### src/rtl/shift_ser_tx.sv
// Parallel-in, serial-out transmitter: accepts a WIDTH-bit word on a valid/ready
// handshake and sends it MSB first, one bit per ser_en strobe, each bit held BIT_CYCLES clocks.
module shift_ser_tx #(
    parameter int WIDTH      = 10,
    parameter int BIT_CYCLES = 1
) (
    input  logic             clk,
    input  logic             rst_n,
    input  logic [WIDTH-1:0] load_data,
    input  logic             load_valid,
    output logic             load_ready,
    output logic             ser_out,
    output logic             ser_en,
    output logic             busy,
    output logic             done
);

    // Handshake: a word transfers on a rising edge where load_valid && load_ready;
    // load_data is sampled only on that edge and the source holds it until then.

    localparam int CNT_W = $clog2(WIDTH);
    localparam int DIV_W = (BIT_CYCLES > 1) ? $clog2(BIT_CYCLES) : 1;
    localparam logic [CNT_W-1:0] BIT_LAST   = CNT_W'(WIDTH - 1);
    localparam logic [CNT_W-1:0] BIT_PENULT = CNT_W'(WIDTH - 2);
    localparam logic [DIV_W-1:0] DIV_LAST   = DIV_W'(BIT_CYCLES - 1);

    typedef enum logic {
        IDLE  = 1'b0,
        SHIFT = 1'b1
    } state_t;

    state_t           state, state_next;
    logic [WIDTH-1:0] shreg, shreg_next;
    logic [CNT_W-1:0] bit_cnt, bit_cnt_next;
    logic [DIV_W-1:0] div_cnt, div_cnt_next;

    logic load_ready_next, ser_out_next, ser_en_next, busy_next, done_next;
    logic accept, bit_end, word_end;

    assign accept   = (state == IDLE) && load_valid && load_ready;
    assign bit_end  = (div_cnt == DIV_LAST);
    assign word_end = bit_end && (bit_cnt == BIT_LAST);

    always_ff @(posedge clk or negedge rst_n) begin
        if (!rst_n) begin
            state   <= IDLE;
            shreg   <= '0;
            bit_cnt <= '0;
            div_cnt <= '0;
        end else begin
            state   <= state_next;
            shreg   <= shreg_next;
            bit_cnt <= bit_cnt_next;
            div_cnt <= div_cnt_next;
        end
    end

    always_comb begin
        state_next   = state;
        shreg_next   = shreg;
        bit_cnt_next = bit_cnt;
        div_cnt_next = div_cnt;
        case (state)
            IDLE: begin
                if (accept) begin
                    state_next   = SHIFT;
                    shreg_next   = load_data;
                    bit_cnt_next = '0;
                    div_cnt_next = '0;
                end
            end
            SHIFT: begin
                if (bit_end) begin
                    div_cnt_next = '0;
                    if (word_end) begin
                        state_next   = IDLE;
                        bit_cnt_next = '0;
                    end else begin
                        bit_cnt_next = bit_cnt + 1'b1;
                        shreg_next   = {shreg[WIDTH-2:0], 1'b0};
                    end
                end else begin
                    div_cnt_next = div_cnt + 1'b1;
                end
            end
            default: state_next = IDLE;
        endcase
    end

    // Next values of the registered outputs; the current MSB of shreg is already
    // on ser_out, so the following bit comes from shreg[WIDTH-2].
    always_comb begin
        load_ready_next = 1'b0;
        ser_out_next    = 1'b0;
        ser_en_next     = 1'b0;
        busy_next       = 1'b0;
        done_next       = 1'b0;
        case (state)
            IDLE: begin
                if (accept) begin
                    ser_out_next = load_data[WIDTH-1];
                    ser_en_next  = 1'b1;
                    busy_next    = 1'b1;
                end else begin
                    load_ready_next = 1'b1;
                end
            end
            SHIFT: begin
                if (word_end) begin
                    load_ready_next = 1'b1;
                end else begin
                    busy_next = 1'b1;
                    if (bit_end) begin
                        ser_out_next = shreg[WIDTH-2];
                        ser_en_next  = 1'b1;
                        done_next    = (bit_cnt == BIT_PENULT);
                    end else begin
                        ser_out_next = ser_out;
                    end
                end
            end
            default: load_ready_next = 1'b0;
        endcase
    end

    always_ff @(posedge clk or negedge rst_n) begin
        if (!rst_n) begin
            load_ready <= 1'b0;
            ser_out    <= 1'b0;
            ser_en     <= 1'b0;
            busy       <= 1'b0;
            done       <= 1'b0;
        end else begin
            load_ready <= load_ready_next;
            ser_out    <= ser_out_next;
            ser_en     <= ser_en_next;
            busy       <= busy_next;
            done       <= done_next;
        end
    end

endmodule
### config.mk
export PLATFORM = sky130hd
export DESIGN_NAME = shift_ser_tx
export DESIGN_NICKNAME = d
export VERILOG_FILES = /design/src/rtl/shift_ser_tx.sv
export SDC_FILE = /design/constraint.sdc
export NUM_CORES = 1
export LEC_CHECK = 0
export BUFFER_PORTS_ARGS = -buffer_cell sky130_fd_sc_hd__buf_4
export CORE_MARGIN = 2
export CORE_UTILIZATION = 39
export CTS_CLUSTER_DIAMETER = 80
export DETAILED_ROUTE_END_ITERATION = 12
export PLACE_DENSITY_LB_ADDON = 0.15
export SLEW_MARGIN = 20
export SYNTH_ARGS = -nofsm -noshare
export SYNTH_HDL_FRONTEND = slang
export SYNTH_SLANG_ARGS = --single-unit
### constraint.sdc
create_clock -name clk -period 1.9 [get_ports clk]
set_clock_uncertainty 0.2 [all_clocks]
set_input_delay 0.57 -clock clk [delete_from_list [all_inputs] [get_ports clk]]
set_output_delay 0.57 -clock clk [all_outputs]
set_load 0.02 [all_outputs]
* Yosys cells after proc, flatten, opt, wreduce, memory -nomap -nowiden
Cells that the tools add are included.
Storage, ports and cells: bits in registers 20, input bits 13, output and inout port bits 5, word-level logic and storage cells 53
Operators by class: add/subtract/negate cells 2, equality and inequality tests 6, muxes and demuxes 29, bitwise logic cells 2, reductions and logical operators 5
Operators with widths (number):
- two-way mux 9 bit | 3
- case mux 9 bit (2 select lines) | 1
- two-way mux 1 bit | 15
- two-way mux 4 bit | 3
- case mux 1 bit (2 select lines) | 6
- equality test 4 bit (second input constant) | 2
- case mux 4 bit (2 select lines) | 1
- inequality test 2 bit (second input constant) | 3
- adder 4 x 1 -> 4 bit (second input constant) | 1
- logical AND 1 bit | 3
- inequality test 3 x 2 -> 1 bit (second input constant) | 1
- AND reduction 3 bit | 1
- NOT 1 bit | 2
- AND reduction 2 bit | 1
- adder 1 bit (second input constant) | 1

* Depth between registers and ports, before layout
word-level depth 5, depth in mapped cells 5, gate-level depth less buffers 5

* Worst setup path after synthesis
No wires, ideal clock.
kind register -> register, start reg busy (netlist name), end reg shreg[1], setup time 0.125 ns, arrival time 1.381 ns, data required time 1.575 ns, path slack 0.194 ns, cell stages (with the launch flop) 6, path buffers 2, period minus slack after synthesis 1.706 ns, cell sequence dfrtp_1 buf_6 a21oi_2 a31o_1 buf_6 mux2_4
RTL lines:
- end signal, assigned | line 52 | shreg <= shreg_next;
- end, declared | line 33 | logic [WIDTH-1:0] shreg, shreg_next;

==> metrics.csv <==
metric;value;unit
outcome;complete, no violations;
finalSetupViolCount;0;
grt_setup_unrepaired;no;
synth.ff_latch_count;17;
tritoncts_clock_tree;built;
gp_routability_congestion;0.7157;
timing.critical_path.to_type;output port;
core-area;0.002022;sq mm
final.setup.worst_slack;0.1269;ns
clock_power_share;0.123;
timing.final.hold_violations;0;
cts_h_tree_depth;1;
syn_area_per_cell;13.64;sq um
post_cts_sizing_count;0;
finalMaxSlewViolations;0;
synthesis.area;859.6;sq um
antenna_cells;0;
critical_path_peak_fanout;8;
worst_setup_path_start_kind;flop;
logic_depth_of_the_worst_register_to_register_path;5;
largest_net_degree_at_the_start_of_global_routing;18;
holdPathEnd;ser_out$_DFF_PN0_;
wl;1.446;mm
finalCritPeriodShare;0.9332;
clock_sink_count;17;
drt_pass1_iterations;4;
dieWidth;50.95;um
clkLatencyLatePin;0.29;ns
comb_power_share;0.491;
switching_share_of_power;0.3292;
dp_hpwl;1.049;mm
setup-tns-final;0;ns
detailed_place.area;0.001032;sq mm
portBuffers;17;
share_seq_of_total_power;0.386;
synth_ff_type;sky130_fd_sc_hd__dfrtp_1;
worst_setup_hold_path_clk_slew;0.10;ns
power_switching;523.5;uW
p_int;1.066;mW
avgRoutedWirePerCell;12.57;um
reg2reg_end;shreg[3]$_DFFE_PN0N_;
worst_ep_required_time;1.13;ns
number_of_flops_mapped_to_enable_cells_by_yosys;0;
drv_cap;0;
maximum_vdd_drop;0.7003;mV
routed-via-count;549;
initial_drt_markers;5;
cpLargestDelayFamily;flip-flops;
gate_count_after_technology_mapping;63;
synth.yosys.seq_area_share;0.4949;
worst-path-buf-inv;1;
global_route.usage.total;0.1364;
design.die.area;0.002595;sq mm
grt_pass1_wl;2.635;mm
finalWorstPathRequiredPeriod;1.773;ns
initial_core_util;0.4251;
root_buffer;sky130_fd_sc_hd__clkbuf_4;
launch_instance_of_the_worst_register_to_register_path;bit_cnt[1]$_DFFE_PN0P_;
holdPathStages;2;
grt.overflow.total;0;
crit_path_top_delay_cell;sky130_fd_sc_hd__dfrtp_1;
dr_drc_count;0;
max-clock-path-buffers;2;
area_growth;24.45;%
antenna_violating_nets_post_route;0;
antenna_found_initial;0;
placement_rows;16;
placement.setup.worst_slack;0.1301;ns
worst_path_largest_cell_delay;0.51;ns
worst_path_cell_chain;buf_4;
post_synthesis_net_count;79;
post-route-cell-area;0.001070;sq mm
fillCellCount;188;
number_of_global_route_vias_before_repair;592;
post-place-cells;110;
ys_warn_count;0;
cts_made_buffers;3;
fmax;0.5640;GHz
worstHoldPathType;input pin to flop;
routed_via_density;4.774;
ios;18;
post_synth_num_cell_types;21;
power.leakage;0.5260;nW
timing.reg2reg.setup_slack;0.17;ns
finalNonFillerCells;115;
async_flop_share;1.000;
arrival_time_worst_endpoint;1.00;ns
fp.dieH;50.95;um
hold_path.startpoint;load_data[9];
slew_at_the_pin_with_the_worst_max_slew_slack;0.2735;ns
slew_headroom;0.8177;
design.final.nets;105;
drive_gt1_frac;0.5227;
power_per_cell_area;1486;mW/mm^2
criticalPathCategory;flop to output port;
[timing repair]
action,CTS,global route
hold buffers,1,0
setup buffers,0,0
hold endpoints to repair,17,0
[how the worst max path moves through the flow]
stage	slack, ns	cells after the start	to	start
2_1_floorplan	0.19	5	shreg[1]$_DFFE_PN0N_	busy$_DFF_PN0_
3_3_place_gp	0.13	5	shreg[3]$_DFFE_PN0N_	load_valid
3_5_place_dp	0.13	5	shreg[7]$_DFFE_PN0N_	load_valid
4_1_cts	0.09	1	ser_en	busy$_DFF_PN0_
5_1_grt	0.05	1	busy	busy$_DFF_PN0_
6_report	0.13	1	ser_en	busy$_DFF_PN0_
[cell usage after synthesis (all sizes together) (2+ instances only)]
cell type | count | area [sq um]
a22o | 3 | 26.28
nand3 | 2 | 10.01
dfrtp | 17 | 425.4
inv | 3 | 11.26
o21ai | 2 | 10.01
mux2 | 17 | 217.7
nor2b | 2 | 12.51
ha | 3 | 37.54
buf | 4 | 41.29
[power by group through the flow]
stage	sequential [mW]	clock, mW	combinational, mW
6_report	0.614	0.195	0.781
5_1_grt	0.642	0.219	0.864
4_1_cts	0.616	0.203	0.791
3_5_place_dp	0.623	0	0.781
3_3_place_gp	0.619	0	0.776
2_1_floorplan	0.633	0	0.566
[registers in the layout, summed over array words and instances, names as in the netlist]
register / flops
bit_cnt: 4
busy: 1
done: 1
load_ready: 1
ser_out: 1
shreg: 9
[placed cells by master, fill, tap and decap left out]
cell type	n
sky130_fd_sc_hd__o21ai_0	2
sky130_fd_sc_hd__nand3b_1	1
sky130_fd_sc_hd__and2_1	1
sky130_fd_sc_hd__ha_1	3
sky130_fd_sc_hd__clkbuf_4	3
sky130_fd_sc_hd__and3_1	1
sky130_fd_sc_hd__a31oi_1	1
sky130_fd_sc_hd__mux2_2	10
sky130_fd_sc_hd__inv_1	3
sky130_fd_sc_hd__buf_4	24
sky130_fd_sc_hd__nand3_1	2
sky130_fd_sc_hd__dfrtp_1	17
sky130_fd_sc_hd__nor2b_1	2
sky130_fd_sc_hd__clkinv_2	1
sky130_fd_sc_hd__a22o_1	3
sky130_fd_sc_hd__nor2_1	1
sky130_fd_sc_hd__nand4_1	1
sky130_fd_sc_hd__dlygate4sd3_1	1
sky130_fd_sc_hd__mux2_4	7
sky130_fd_sc_hd__mux2i_1	1
sky130_fd_sc_hd__nand2_1	1
sky130_fd_sc_hd__a31o_1	1
sky130_fd_sc_hd__a21oi_2	1
[layout make-up]
class                      count  area (sq um)  area share
clock inverter                 1         5.005    0.004678
timing repair buffer          25         190.2      0.1778
tap                           27         33.78     0.03158
clock buffer                   3         22.52     0.02105
sequential                    17         425.4      0.3977
inverter                       3         11.26     0.01053
multi-input combinational     39         381.6      0.3567
[layer usage]
metal  global-route usage  share of wire  wire [um]  up-vias
met5                    0              0          0        -
met3              0.02924          0.050         73        4
li1                     -              -          -      274
met1               0.1993           0.52        747      254
met2               0.1883           0.41        598       17
met4              0.06757          0.018         26        0
[cell families after synthesis]
| kind of cell | Yosys count | share of synthesized area |
|---|---|---|
| adders and majority gates | 3 | 0.04367 |
| DFF | 17 | 0.4949 |
| AOI/OAI and AO/OA | 8 | 0.06988 |
| and+or+nand+nor | 10 | 0.06551 |
| buffers and inverters | 7 | 0.06113 |
| muxes | 18 | 0.2649 |
[per-stage QoR]
| step | total power [mW] | util | hold slack (ns) |
|---|---|---|---|
| 2_1_floorplan | 1.199 | - | 0.07441 |
| 3_3_place_gp | 1.395 | 0.5105 | 0.2498 |
| 3_5_place_dp | 1.405 | 0.5105 | 0.2477 |
| 4_1_cts | 1.610 | 0.5291 | 0.2829 |
| 5_1_grt | 1.725 | 0.5291 | 0.2759 |
| 6_report | 1.590 | 0.5291 | 0.2885 |
Note: power is estimated with default switching activity, not from simulation.
